File: config.mk
export PLATFORM = sky130hd
export DESIGN_NAME = mat2x2_operand_sched_flat
export DESIGN_NICKNAME = d
export VERILOG_FILES = /design/src/rtl/mat2x2_operand_sched_pkg.sv /design/src/rtl/mat2x2_operand_sched_if.sv /design/src/rtl/mat2x2_operand_sched_rf.sv /design/src/rtl/mat2x2_operand_sched.sv /design/src/flat_wrapper.sv
export SDC_FILE = /design/constraint.sdc
export NUM_CORES = 1
export LEC_CHECK = 0
export CORE_AREA = 2 2 130 132
export CTS_CLUSTER_DIAMETER = 60
export DETAILED_ROUTE_END_ITERATION = 7
export DIE_AREA = 0 0 132 134
export DONT_BUFFER_PORTS = 1
export HOLD_SLACK_MARGIN = 0.06
export PLACE_DENSITY = 0.63
export SLEW_MARGIN = 15
export SYNTH_ARGS = -nofsm -noshare
export SYNTH_HDL_FRONTEND = slang
export SYNTH_SLANG_ARGS = --single-unit
File: constraint.sdc
create_clock -name clk -period 5.66 [get_ports clk]
set_input_delay 0.566 -clock clk [delete_from_list [all_inputs] [get_ports clk]]
set_output_delay 0.566 -clock clk [all_outputs]
set_load 0.01 [all_outputs]
File: src/rtl/mat2x2_operand_sched_pkg.sv
// mat_pkg: shared widths, FSM states and element/result index constants for the 2x2 matmul feeder
package mat_pkg;
  localparam int BIT_NUM = 18;
  localparam int FRAC_NUM = 9;
  typedef enum logic [1:0] {S_LOAD, S_ISSUE, S_DRAIN} state_t;
  localparam logic [2:0] IDX_A00 = 3'd0;
  localparam logic [2:0] IDX_A01 = 3'd1;
  localparam logic [2:0] IDX_A10 = 3'd2;
  localparam logic [2:0] IDX_A11 = 3'd3;
  localparam logic [2:0] IDX_B00 = 3'd4;
  localparam logic [2:0] IDX_B01 = 3'd5;
  localparam logic [2:0] IDX_B10 = 3'd6;
  localparam logic [2:0] IDX_B11 = 3'd7;
  localparam logic [1:0] C00 = 2'd0;
  localparam logic [1:0] C01 = 2'd1;
  localparam logic [1:0] C10 = 2'd2;
  localparam logic [1:0] C11 = 2'd3;
endpackage

File: src/rtl/mat2x2_operand_sched_if.sv
// mat2x2_operand_sched_if: element input stream plus operand and result-tag outputs
interface mat2x2_operand_sched_if #(parameter int BIT_NUM = mat_pkg::BIT_NUM);
  logic               in_valid;
  logic               in_ready;
  logic [BIT_NUM-1:0] in_data;
  logic               op_valid;
  logic [1:0]         op_idx;
  logic [BIT_NUM-1:0] A_00;
  logic [BIT_NUM-1:0] A_01;
  logic [BIT_NUM-1:0] B_00;
  logic [BIT_NUM-1:0] B_10;
  logic               res_valid;
  logic [1:0]         res_idx;
  logic               done;
  modport slave (
    input  in_valid, in_data,
    output in_ready, op_valid, op_idx, A_00, A_01, B_00, B_10, res_valid, res_idx, done
  );
  modport master (
    output in_valid, in_data,
    input  in_ready, op_valid, op_idx, A_00, A_01, B_00, B_10, res_valid, res_idx, done
  );
endinterface

File: src/rtl/mat2x2_operand_sched_rf.sv
// mat_operand_rf: 8-entry element buffer, one write port, row i of A and column j of B read out
module mat_operand_rf
  import mat_pkg::*;
(
  input  logic               clk,
  input  logic               we,
  input  logic [2:0]         waddr,
  input  logic [BIT_NUM-1:0] wdata,
  input  logic               i,
  input  logic               j,
  output logic [BIT_NUM-1:0] a0,
  output logic [BIT_NUM-1:0] a1,
  output logic [BIT_NUM-1:0] b0,
  output logic [BIT_NUM-1:0] b1
);
  logic [BIT_NUM-1:0] mem [8];
  // storage has no reset; contents are only read after a full load
  always_ff @(posedge clk)
    if (we) mem[waddr] <= wdata;
  assign a0 = mem[{1'b0, i, 1'b0}];
  assign a1 = mem[{1'b0, i, 1'b1}];
  assign b0 = mem[{2'b10, j}];
  assign b1 = mem[{2'b11, j}];
endmodule

File: src/rtl/mat2x2_operand_sched.sv
// mat2x2_operand_sched: buffers A and B, issues the four C=A*B operand sets, tags the dot-product results
module mat2x2_operand_sched
  import mat_pkg::*;
(
  input logic clk,
  input logic srst_n,
  mat2x2_operand_sched_if.slave s
);
  state_t             state;
  logic [2:0]         load_cnt;
  logic [1:0]         issue_cnt;
  logic [1:0]         nxt;
  logic               wr;
  logic               last_ld;
  logic               last_is;
  logic [BIT_NUM-1:0] ra0, ra1, rb0, rb1;
  // transfer qualification and the index whose operands get registered at the next edge
  always_comb begin
    wr = s.in_valid & s.in_ready;
    last_ld = wr && load_cnt == IDX_B11;
    last_is = state == S_ISSUE && issue_cnt == C11;
    nxt = state == S_ISSUE ? issue_cnt + 2'd1 : C00;
  end
  assign s.op_idx = issue_cnt;
  mat_operand_rf u_rf (
    .clk  (clk),
    .we   (wr),
    .waddr(load_cnt),
    .wdata(s.in_data),
    .i    (nxt[1]),
    .j    (nxt[0]),
    .a0   (ra0),
    .a1   (ra1),
    .b0   (rb0),
    .b1   (rb1)
  );
  // FSM with registered handshake, operand and result-tag outputs
  always_ff @(posedge clk) begin
    if (!srst_n) begin
      state <= S_LOAD;
      load_cnt <= '0;
      issue_cnt <= '0;
      s.in_ready <= 1'b1;
      s.op_valid <= 1'b0;
      s.A_00 <= '0;
      s.A_01 <= '0;
      s.B_00 <= '0;
      s.B_10 <= '0;
      s.res_valid <= 1'b0;
      s.res_idx <= '0;
      s.done <= 1'b0;
    end else begin
      s.res_valid <= s.op_valid;
      s.res_idx <= s.op_idx;
      s.done <= last_is;
      case (state)
        S_LOAD:
          if (wr) begin
            load_cnt <= load_cnt + 3'd1;
            if (last_ld) begin
              state <= S_ISSUE;
              s.in_ready <= 1'b0;
              s.op_valid <= 1'b1;
              s.A_00 <= ra0;
              s.A_01 <= ra1;
              s.B_00 <= rb0;
              s.B_10 <= rb1;
            end
          end
        S_ISSUE:
          if (last_is) begin
            state <= S_DRAIN;
            issue_cnt <= '0;
            s.op_valid <= 1'b0;
            s.A_00 <= '0;
            s.A_01 <= '0;
            s.B_00 <= '0;
            s.B_10 <= '0;
          end else begin
            issue_cnt <= issue_cnt + 2'd1;
            s.A_00 <= ra0;
            s.A_01 <= ra1;
            s.B_00 <= rb0;
            s.B_10 <= rb1;
          end
        default: begin
          state <= S_LOAD;
          s.in_ready <= 1'b1;
        end
      endcase
    end
  end
endmodule

File: src/flat_wrapper.sv
// flat-port wrapper written by rule: the top's interface ports become plain ports
module mat2x2_operand_sched_flat import mat_pkg::*;
  (clk, srst_n, s_in_valid, s_in_data, s_in_ready, s_op_valid, s_op_idx, s_A_00, s_A_01, s_B_00, s_B_10, s_res_valid, s_res_idx, s_done);
  mat2x2_operand_sched_if #(.BIT_NUM(18)) s_i ();
  input logic clk;
  input logic srst_n;
  input wire logic [$bits(s_i.in_valid)-1:0] s_in_valid;
  input wire logic [$bits(s_i.in_data)-1:0] s_in_data;
  output wire logic [$bits(s_i.in_ready)-1:0] s_in_ready;
  output wire logic [$bits(s_i.op_valid)-1:0] s_op_valid;
  output wire logic [$bits(s_i.op_idx)-1:0] s_op_idx;
  output wire logic [$bits(s_i.A_00)-1:0] s_A_00;
  output wire logic [$bits(s_i.A_01)-1:0] s_A_01;
  output wire logic [$bits(s_i.B_00)-1:0] s_B_00;
  output wire logic [$bits(s_i.B_10)-1:0] s_B_10;
  output wire logic [$bits(s_i.res_valid)-1:0] s_res_valid;
  output wire logic [$bits(s_i.res_idx)-1:0] s_res_idx;
  output wire logic [$bits(s_i.done)-1:0] s_done;
  assign s_i.in_valid = s_in_valid;
  assign s_i.in_data = s_in_data;
  assign s_in_ready = s_i.in_ready;
  assign s_op_valid = s_i.op_valid;
  assign s_op_idx = s_i.op_idx;
  assign s_A_00 = s_i.A_00;
  assign s_A_01 = s_i.A_01;
  assign s_B_00 = s_i.B_00;
  assign s_B_10 = s_i.B_10;
  assign s_res_valid = s_i.res_valid;
  assign s_res_idx = s_i.res_idx;
  assign s_done = s_i.done;
  mat2x2_operand_sched u_core (.clk(clk), .srst_n(srst_n), .s(s_i));
endmodule
Yosys cells after proc, flatten, opt, wreduce, memory -nomap -nowiden
Memories as Yosys holds them, arrays and structs flattened.
Cells that the tools add are included.
- input bits: 21
- memories kept: 1
- bits in read-only memories: 0
- latch bits: 0
- word-level logic and storage cells: 63
- RAM bits: 144
- flip-flop bits (word level): 85
- output and inout bits: 80
- memory list (memory ; words ; bits a word ; read ports ; clocked after memory_dff ; write ports ; RTL line ; source):
    u_core.u_rf.mem ; 8 ; 18 ; 4 ; 0 ; 1 ; mat2x2_operand_sched_rf.sv:16 ; logic [BIT_NUM-1:0] mem [8];
- muxes and demuxes: 31
- divide/modulo/power cells: 0
- $add $sub $neg: 2
- reductions and logical operators: 9
- magnitude comparators: 0
- eq/ne operators: 6
- shift operators: 0
- bitwise logic cells: 2
- multipliers: 0
- operators by type and width (cell ; count):
    18-bit 2-to-1 mux ; 12
    18-bit one-hot mux with 2 select lines ; 4
    2-bit 2-to-1 mux ; 5
    3-bit AND reduction ; 3
    1-bit 2-to-1 mux ; 7
    2-bit by 1-bit inequality test with 1-bit output, second input constant ; 2
    1-bit one-hot mux with 2 select lines ; 2
    2-bit one-hot mux with 2 select lines ; 1
    4-bit AND reduction ; 1
    3-bit by 1-bit adder with 3-bit output, second input constant ; 1
    3-bit equality test, second input constant ; 1
    2-bit by 1-bit adder with 2-bit output, second input constant ; 1
    2-bit by 1-bit equality test with 1-bit output, second input constant ; 1
    2-bit equality test, second input constant ; 1
    1-bit logical AND ; 2
    2-bit zero test ; 1
    2-bit inequality test, second input constant ; 1
    2-bit AND reduction ; 1
    2-bit nonzero test ; 1
    1-bit AND ; 1
    1-bit inverter ; 1

Depth between registers and ports, before layout
An unclocked memory read counts as a cell.
- word-level depth: 6
- depth in mapped cells: 7
- depth with buffers taken out: 5

Hierarchy
From an unflattened synthesis, not the netlist that was laid out.
- cells, all modules: 614
- area, all modules: 8941.1 µm²
- by module, submodules not included (module ; instances ; sequential area each (µm²) ; cells each ; area an instance (µm²)):
    mat_operand_rf ; 1 ; 4324.1 ; 232 ; 5580.4
    mat2x2_operand_sched ; 1 ; 1701.6 ; 382 ; 3360.7

Worst setup path before layout
No wires, ideal clock.
- kind: input to register
- start: input s_in_valid
- end: memory u_core.u_rf.mem[0][0], enable pin
- stages: 2
- data required time: 5221 ps
- arrival time: 2420 ps
- setup slack: 2800 ps
- path through: nand2_1 > nor4_1
- longest elaborated chain between the ends: 3
- RTL lines (element ; RTL line ; source):
    from (decl) ; flat_wrapper.sv:7 ; input wire logic [$bits(s_i.in_valid)-1:0] s_in_valid;
    1-bit AND ; mat2x2_operand_sched.sv:19 ; wr = s.in_valid & s.in_ready;
    1-bit 2-to-1 mux ; mat2x2_operand_sched_rf.sv:19 ; if (we) mem[waddr] <= wdata;
    1-bit 2-to-1 mux (implied by the code) ; mat2x2_operand_sched_rf.sv:19 ;
    to (decl) ; mat2x2_operand_sched_rf.sv:16 ;
Every way passes these cells.

Worst setup path after layout
- start: register u_core.issue_cnt[0] (netlist: u_core.s.op_idx[0])
- end: register u_core.s.A_00[17]
- longest elaborated chain between the ends: 6
- elaborated cells between the ends (all ways): 9
- those cells by class: add/sub (1); eq/ne (1); mux (5); reduce/logical (1); memory (1)
- RTL lines (element ; RTL line ; source):
    from (decl) ; mat2x2_operand_sched.sv:11 ; logic [1:0] issue_cnt;
    from (signal assigned) ; mat2x2_operand_sched.sv:80 ; issue_cnt <= issue_cnt + 2'd1;
    2-bit by 1-bit adder with 2-bit output ; mat2x2_operand_sched.sv:22 ; nxt = state == S_ISSUE ? issue_cnt + 2'd1 : C00;
    2-bit 2-to-1 mux ; mat2x2_operand_sched.sv:22 ;
    memory 8 x 18 bit ; - ;
    18-bit 2-to-1 mux ; mat2x2_operand_sched.sv:60 ; if (last_ld) begin
    18-bit 2-to-1 mux ; mat2x2_operand_sched.sv:58 ; if (wr) begin
    18-bit one-hot mux with 2 select lines * ; mat2x2_operand_sched.sv:56 ; case (state)
    to (signal assigned) ; mat2x2_operand_sched.sv:64 ; s.A_00 <= ra0;
    to (signal assigned) ; mat2x2_operand_sched.sv:81 ; s.A_00 <= ra0;
    to (decl) ; mat2x2_operand_sched_if.sv:17 ; output in_ready, op_valid, op_idx, A_00, A_01, B_00, B_10, res_valid, res_idx, done
Every way passes the cells marked *; elsewhere a longest branch is shown, timed or not. The select of a mux whose other input is x is not followed.
A chain may end at the register's enable or synchronous reset.

==> flow_summary_export.csv <==
group,metric,value,unit
synth,synth-warning-count,0,
sta,relSlewSlack,23.3,%
sta,tightest_slew,1.15,ns
cts,cts_buffer_depth,3,
global_route,grt_pass1_wl,23100,µm
cells_and_area,fin_util,54.8,%
critical_path,end_kind,"flip-flop",
power_and_ir_drop,intPower,2730,µW
drt,vias,3779,
synth,synthTopCellsByArea,"edfxtp_1 (54%), dfxtp_1 (21%), mux2i_1 (9.5%), o2bb2ai_1 (7.0%), buf_6 (1.8%)",
drt,routedWlPerCell,21.6,µm
sta,fmax,0.378,GHz
sta,post-route-period-util,46.8,%
power_and_ir_drop,p_sw_share,19.1,%
drt,routed_wl,15000,µm
cells_and_area,nNetsFinal,483,
critical_path,crit_path_max_incr_delay,0.80,ns
cts,htreeDepth,1,
cts,post_cts_buffers,0,
critical_path,arrival,3.00,ns
power_and_ir_drop,p_leak,0.00310,µW
synth,synthCells,447,
floorplan,rows,47,
place,dp_cells,652,
sta,rsz0062_at_grt,"false",
outcome,outcome,"complete, no violations",
power_and_ir_drop,power,3380,µW
synth,synth_most_common_cell,"edfxtp_1",
drt,drt_iter0_drc,215,
cells_and_area,fin_cells,697,
synth,synth-main-ff-cell,"edfxtp_1",
floorplan,core_area,16300,µm²
synth,ys_top_cells_by_count,"edfxtp_1 (144), dfxtp_1 (85), mux2i_1 (76)",
power_and_ir_drop,p_seq_share,53.7,%
place,dp_slack,2.96,ns
synth,synth_area_per_cell,17.9,µm²
cts,clock_latency,0.50,ns
synth,syn_nets,471,
floorplan,start_util,49.1,%
job,drv_cap,0,
cells_and_area,area_delta_synth_final,11.6,%
critical_path,path_cells,"ha_1 > nand3b_1 > buf_4 > mux2i_1 > o2bb2ai_2",
cts,post_cts_hold_buffer_count,0,
synth,yosysSeqAreaShare,75.3,%
sta,maxSlewViolCount,0,
synth,async_flop_share,0,%
power_and_ir_drop,clkPwrFrac,44.8,%
sta,finalSetupViolCount,0,
synth,synth_top_area_share,54.1,%
cells_and_area,drive_gt1_share,13.4,%
floorplan,die_area,17700,µm²
global_route,grt.total_usage,17.0,%
cts,clkSinkCount,229,
power_and_ir_drop,p_comb_share,1.5,%
cts,cts_made_buffers,25,
synth,ys_ff_latch,229,
global_route,first_global_vias,3990,
cts,clk_pin_slew_worst_paths,0.06,ns
sta,final_hold_viol_count,0,
drt,final_antenna_net_count,0,
critical_path,slowest_stage,"nand3b_1",
place,dp_hpwl,8530,µm
critical_path,path_delay_family,"simple AND/OR/NAND/NOR gates",
critical_path,required,6.02,ns
drt,drc,0,
synth,synthDistinctLibCells,30,
power_and_ir_drop,power.switching,644,µW
floorplan,die_h,134,µm
sta,fin_ws,3.01,ns
power_and_ir_drop,vdd.ir_drop.worst,0.223,mV
critical_path,crit_path_start_kind,"flip-flop",
power_and_ir_drop,power_per_cell_area,379,nW/µm²
sta,skew,0.00734,ns
floorplan,design.portCount,101,
critical_path,crit_buf_inv,1,
global_route,grt_antenna_before_repair,0,
drt,first_pass_iters,4,
floorplan,die_w,132,µm
global_route,grt_max_degree,74,
critical_path,crit_type,"flip-flop to flip-flop",
global_route,grt_overflow,0,
sta,min_period,2.65,ns
drt,viasPerCell,5.42,
cts,root_buffer,"clkbuf_16",
min_path,hp-class,"input port to flip-flop",
place,gp_congestion,0.748,
cts,cts_tree,"built",
cells_and_area,diodes,0,
synth,synth_area_leader_cell,"edfxtp_1",
synth,syn_area,8000,µm²
sta,totalNegativeSetupSlack,0,ns
cts,cts_resized,0,
critical_path,cp_max_fo,20,
synth,synth_edf_count,144,
place,port_buffers,0,
==> routing by layer <==
layer	vias to the layer above	routed length [µm]	global-route usage [%]
met4	0	295	5.13
met1	1860	6200	21.1
met2	128	7210	28.2
met3	22	1330	5.97
li1	1769	-	-
met5	-	0	0
==> state kept, by name, indices dropped and copies added, names as in the netlist <==
register	flops
u_core.load_cnt	3
u_core.s.A_00	18
u_core.s.A_01	18
u_core.s.B_00	18
u_core.s.B_10	18
u_core.s.done	1
u_core.s.in_ready	1
u_core.s.op_idx	2
u_core.s.op_valid	1
u_core.s.res_idx	2
u_core.s.res_valid	1
u_core.state	2
u_core.u_rf.mem	144
==> power by group through the flow <==
| stage | registers [µW] | logic [µW] | clock network (µW) |
|---|---|---|---|
| finish | 1810 | 50.9 | 1510 |
| global route | 1810 | 57.4 | 1620 |
| CTS | 1810 | 52.3 | 1550 |
| detailed placement | 1850 | 52.5 | 0 |
| global placement | 1850 | 49.3 | 0 |
| floorplan | 1850 | 35.3 | 0 |
==> final timing paths <==
kind                 startpoint                 to  slack, ns  depth (start not counted)
max          u_core.s.op_idx[0]  u_core.s.A_00[17]       3.01                          5
max reg2reg  u_core.s.op_idx[0]  u_core.s.A_00[17]       3.01                          5
min reg2reg   u_core.s.B_10[14]  u_core.s.B_10[14]       0.51                          1
min                      srst_n  u_core.s.in_ready       0.13                          1
==> per-stage QoR <==
step	hold WS (ns)	instance area, µm²
floorplan	0.489	8000
global placement	0.504	8150
detailed placement	0.506	8150
CTS	0.118	8920
global route	0.114	8920
finish	0.129	8920
==> layout make-up <==
class	count	area, µm²
sequential	229	6030
multi-input combinational	191	1770
clock inverter	9	91.3
fill	1309	7360
timing repair buffer	10	75.1
inverter	2	7.51
clock buffer	36	677
tap	220	275
==> kinds of logic (layout without fill, tap and decap cells) <==
group	after synthesis	count (layout)	synth area share (%)
adders and majority gates	3	3	0.469
AOI/OAI and AO/OA	77	77	9.07
DFF	229	229	75.3
xor gates and xnor gates	1	1	0.110
muxes	76	76	9.51
buffers and inverters	27	57	3.16
and+or+nand+nor	34	34	2.33
==> layout by cell type, fill, tap and decap left out, drive strengths merged <==
cell type,instances
nand3,1
nor3,4
dfxtp,85
bufinv,2
a22oi,1
a211o,1
clkbuf,36
o21a,1
xnor2,1
nand2b,3
nand3b,2
clkinv,7
and2,3
mux2i,76
nor2b,2
ha,3
edfxtp,144
buf,10
and4bb,1
nor2,12
a31oi,1
inv,2
nor3b,1
o2bb2ai,73
nor4,1
nand2,3
nand4b,1
Power figures use the tool's default switching activity.
